`config.mk`:
```
export PLATFORM = sky130hd
export DESIGN_NAME = sti_serializer
export DESIGN_NICKNAME = d
export VERILOG_FILES = /design/src/rtl/sti_serializer.sv
export SDC_FILE = /design/constraint.sdc
export NUM_CORES = 1
export LEC_CHECK = 0
export CORE_MARGIN = 2
export CORE_UTILIZATION = 60
export DETAILED_ROUTE_END_ITERATION = 10
export MAX_ROUTING_LAYER = met4
export PLACE_DENSITY = 0.82
export SYNTH_ARGS = -nofsm -noshare
export SYNTH_HDL_FRONTEND = slang
export SYNTH_SLANG_ARGS = --single-unit
```
`constraint.sdc`:
```
create_clock -name clk -period 4.8 [get_ports clk]
set_input_delay 0.72 -clock clk [delete_from_list [all_inputs] [get_ports clk]]
set_output_delay 0.72 -clock clk [all_outputs]
set_load 0.01 [all_outputs]
```
`src/rtl/sti_serializer.sv`:
```
// sti_serializer: parallel-to-serial transmit stage.
// Frames a 16-bit word to 8/16/24/32 bits and shifts it out one bit per clock.
module sti_serializer #(
    parameter int DW = 16,
    parameter int CW = 5
) (
    input  logic          clk,
    input  logic          rst,
    input  logic          load,
    input  logic [DW-1:0] pi_data,
    input  logic [1:0]    pi_length,
    input  logic          pi_low,
    input  logic          pi_fill,
    input  logic          pi_msb,
    input  logic          pi_end,
    output logic          so_data,
    output logic          so_valid,
    output logic          busy,
    output logic          stream_done
);

    localparam logic [1:0] S_IDLE  = 2'd0;
    localparam logic [1:0] S_SHIFT = 2'd1;
    localparam logic [1:0] S_DONE  = 2'd2;

    logic [1:0]    state;
    logic [31:0]   frame;
    logic [CW-1:0] cnt;
    logic [CW-1:0] last;
    logic          msb_q;
    logic          end_q;

    logic [31:0]   frame_next;
    logic [CW-1:0] last_next;
    logic [CW-1:0] idx;

    // W-1 = 8*(len+1)-1 is simply the length code followed by three ones
    assign last_next = {pi_length, 3'b111};

    // Place the word inside the 32-bit frame according to length and fill
    always_comb begin
        frame_next = 32'h0;
        case (pi_length)
            2'b00: frame_next = pi_low ? {24'h0, pi_data[15:8]}
                                       : {24'h0, pi_data[7:0]};
            2'b01: frame_next = {16'h0, pi_data};
            2'b10: frame_next = pi_fill ? {8'h00, pi_data, 8'h00}
                                        : {16'h0000, pi_data};
            default: frame_next = pi_fill ? {pi_data, 16'h0000}
                                          : {16'h0000, pi_data};
        endcase
    end

    // Sequencer: accept a word in IDLE, count bits in SHIFT, pulse DONE on stream end
    always_ff @(posedge clk) begin
        if (!rst) begin
            state <= S_IDLE;
            frame <= 32'h0;
            cnt   <= '0;
            last  <= '0;
            msb_q <= 1'b0;
            end_q <= 1'b0;
        end else begin
            case (state)
                S_IDLE: begin
                    if (load) begin
                        frame <= frame_next;
                        cnt   <= last_next;
                        last  <= last_next;
                        msb_q <= pi_msb;
                        end_q <= pi_end;
                        state <= S_SHIFT;
                    end
                end
                S_SHIFT: begin
                    if (cnt == '0) begin
                        state <= end_q ? S_DONE : S_IDLE;
                    end else begin
                        cnt <= cnt - 1'b1;
                    end
                end
                S_DONE: begin
                    state <= S_IDLE;
                end
                default: begin
                    state <= S_IDLE;
                end
            endcase
        end
    end

    // Counter runs W-1..0; LSB-first order mirrors it against W-1
    always_comb begin
        idx = msb_q ? cnt : (last - cnt);
    end

    assign so_valid    = (state == S_SHIFT);
    assign so_data     = so_valid & frame[idx];
    assign busy        = (state != S_IDLE);
    assign stream_done = (state == S_DONE);

endmodule

```
==> results.sh <==
export IMPL_status="complete, no violations"
export IMPL_synth_most_common_cell="nor2_1"
export IMPL_critPathRequiredTime_ns=4.08
export IMPL_crit_reg2reg_capture="cnt[2]"
export IMPL_ys_ff_latch=44
export IMPL_p_leak_nw=1.142
export IMPL_ant_nets=0
export IMPL_clkSinkCount=44
export IMPL_p_per_area_mw_per_mm2=357.6
export IMPL_diodes=0
export IMPL_route_detailed_drc=0
export IMPL_num_rows=23
export IMPL_grt_pass1_wl_um=10290
export IMPL_drt_pre_antenna_iters=6
export IMPL_gp_congestion=0.8545
export IMPL_startpoint="last[2]"
export IMPL_synthTopCellsByCount="46 x nor2_1, 44 x dfxtp_1, 38 x nand2_1, 29 x nor3_1, 24 x a21oi_1"
export IMPL_relSlewSlack=0.3713
export IMPL_cts_setup_buffers=0
export IMPL_vias_per_cell=6.101
export IMPL_start_util=0.6287
export IMPL_syn_nets=361
export IMPL_crit_end="so_data"
export IMPL_drt_iter0_markers=258
export IMPL_irDropWorstVdd_mv=0.1976
export IMPL_maxSlewViolCount=0
export IMPL_final_cell_count_no_fill=395
export IMPL_yosysSeqAreaShare=0.3453
export IMPL_multiInputGateArea_sq_mm=0.001510
export IMPL_vias=2410
export IMPL_syn_avg_cell_area_sq_um=7.731
export IMPL_die_h_um=69.21
export IMPL_crit_type="reg -> out"
export IMPL_grtUsageTotal=0.2738
export IMPL_post_route_period_util=0.8403
export IMPL_grt_max_degree=30
export IMPL_htreeDepth=2
export IMPL_grt_pass1_vias=2109
export IMPL_routed_wl_um=6320
export IMPL_worst_setup_path_start_kind="register"
export IMPL_coreArea_sq_mm=0.004058
export IMPL_die_w_um=69.21
export IMPL_cp_cell_sequence="inv_1 -> ha_1 -> fa_1 -> nor2b_1 -> nor2b_1 -> a31o_1 -> a22o_1 -> nor3_2 -> a311oi_1 -> a311oi_1 -> clkdlybuf4s50_1"
export IMPL_dpl_hpwl_um=4533
export IMPL_setup_violations=0
export IMPL_area_growth_pct=14.61
export IMPL_clk_latency_ns=0.31
export IMPL_fin_nets=375
export IMPL_syn_inst=330
export IMPL_cts_buffer_depth=2
export IMPL_fillCellCount=332
export IMPL_cp_arrival_ns=3.31
export IMPL_yosysWarnings=0
export IMPL_fmax_ghz=0.2479
export IMPL_slowest_delay_ns=0.57
export IMPL_netlist_top_cells_area="dfxtp_1 35%, mux2i_1 9.0%, nor2_1 6.8%, nor3_1 5.7%, nand2_1 5.6%"
export IMPL_synth_top_area_cell="dfxtp_1"
export IMPL_cap_viol_max_count=0
export IMPL_dp_cells=387
export IMPL_avgRoutedWirePerCell_um=16.00
export IMPL_timing_rr_start="cnt[1]"
export IMPL_setup_tns_ns=0
export IMPL_hold_viol=0
export IMPL_drive_gt1_frac=0.04928
export IMPL_hold_class="reg -> reg"
export IMPL_cts_root_buf="clkbuf_8"
export IMPL_r2r_setup_slack_ns=2.91
export IMPL_cp_slowest_cell="clkdlybuf4s50_1"
export IMPL_cp_depth=11
export IMPL_io_pins=29
export IMPL_async_flop_share=0
export IMPL_synthDistinctLibCells=43
export IMPL_worst_slew_pin_slew_ns=0.9430
export IMPL_synth_flop_cell="dfxtp_1"
export IMPL_ctsResizeCount=0
export IMPL_ff_latch_area_sq_um=880.8
export IMPL_die_area_sq_mm=0.004789
export IMPL_rsz0062_at_grt="false"
export IMPL_cpLargestDelayFamily="compound AO/OA/AOI/OAI gates"
export IMPL_ctsHoldBuffers=0
export IMPL_portBuffers=28
export IMPL_cts_inserted_buffers=5
export IMPL_synth_edf_count=0
export IMPL_min_period_ns=4.033
export IMPL_end_kind="output pin"
export IMPL_grt_overflow_total=0
export IMPL_cts_tree="done"
export IMPL_syn_cell_area_sq_mm=0.002551
export IMPL_cts_clk_slew_worst_paths_ns=0.09
export IMPL_reg2reg_depth=8
export IMPL_antenna_found_initial=0
export IMPL_crit_fanout=4
export IMPL_fin_skew_ns=0.01023
export IMPL_path_buf_inv=2
export IMPL_synthDominantCellAreaShare=0.3453
==> sequential cells by signal, summed over array words and instances, names as in the netlist <==
| register | count |
|---|---|
| msb_q | 1 |
| last | 3 |
| end_q | 1 |
| frame | 32 |
| cnt | 5 |
| state | 2 |
==> worst min-delay path by stage <==
stage,start,endpoint,slack [ns],cells after the start
after floorplan,end_q,state[1],0.42,2
after global placement,end_q,state[1],0.43,2
after detailed placement,end_q,state[1],0.44,2
after CTS,end_q,state[1],0.46,2
after global routing,end_q,state[1],0.48,2
final,end_q,state[1],0.45,2
==> where the power goes <==
part	switching [mW]	leakage [nW]	total (mW)	internal, mW
combinational	0.190	0.726	0.338	0.148
clock	0.141	0.0548	0.298	0.157
sequential	0.0197	0.361	0.410	0.390
==> per-stage QoR <==
step	hold slack [ns]	power, mW	instance area (sq um)	setup WS [ns]	utilization
final	0.4546	1.046	2924	0.7667	0.7206
after global routing	0.4792	1.099	2924	0.5456	0.7206
after CTS	0.4573	1.043	2924	0.7880	0.7206
after detailed placement	0.4431	0.7476	2809	1.135	0.6923
after global placement	0.4321	0.7392	2809	1.254	0.6923
after floorplan	0.4155	0.6644	2551	1.731	-
==> cells in the final DEF (no fill, tap or decap), types with 2 or more instances in the layout <==
| master | n |
|---|---|
| mux2i_1 | 23 |
| inv_1 | 13 |
| ha_1 | 5 |
| dfxtp_1 | 44 |
| buf_4 | 2 |
| clkbuf_8 | 5 |
| nand2_1 | 38 |
| a32o_1 | 2 |
| nor2b_1 | 9 |
| clkdlybuf4s50_1 | 28 |
| nand2b_1 | 3 |
| a311oi_1 | 2 |
| a21oi_1 | 24 |
| o21ai_1 | 8 |
| nand3_1 | 4 |
| a22oi_1 | 13 |
| a22o_1 | 2 |
| a221oi_1 | 8 |
| xnor2_1 | 3 |
| nor2_1 | 46 |
| nor3_1 | 29 |
| inv_2 | 2 |
| o21a_1 | 2 |
| a211oi_1 | 11 |
==> metal layers <==
layer  routed length (um)  global-route usage  vias up
met4                  123             0.08497        0
li1                     -                   -     1188
met5                    0                   -        -
met3                  400             0.06686       15
met2                 2887              0.4049       99
met1                 2907              0.3711     1108
==> cells by family after synthesis <==
kind of cell,Yosys count,share of synthesized area
AOI/OAI and AO/OA,78,0.2084
xor gates and xnor gates,5,0.02011
adders and majority gates,6,0.03237
buffers and inverters,39,0.06277
DFF,44,0.3453
muxes,23,0.09024
and+or+nand+nor,135,0.2408
==> worst min-delay path, delay by kind of cell (launching register included) <==
family	cells	cell delay (ns)
DFF	1	0.32
and+or+nand+nor	2	0.10
==> layout make-up <==
type / instances / share of cell area
tap: 50 / 0.02139
clock buffer: 5 / 0.02353
clock inverter: 3 / 0.01583
timing repair buffer: 30 / 0.1010
multi-input combinational: 247 / 0.5165
inverter: 16 / 0.02054
sequential: 44 / 0.3012
No activity file was read; power rests on OpenSTA's default activity.
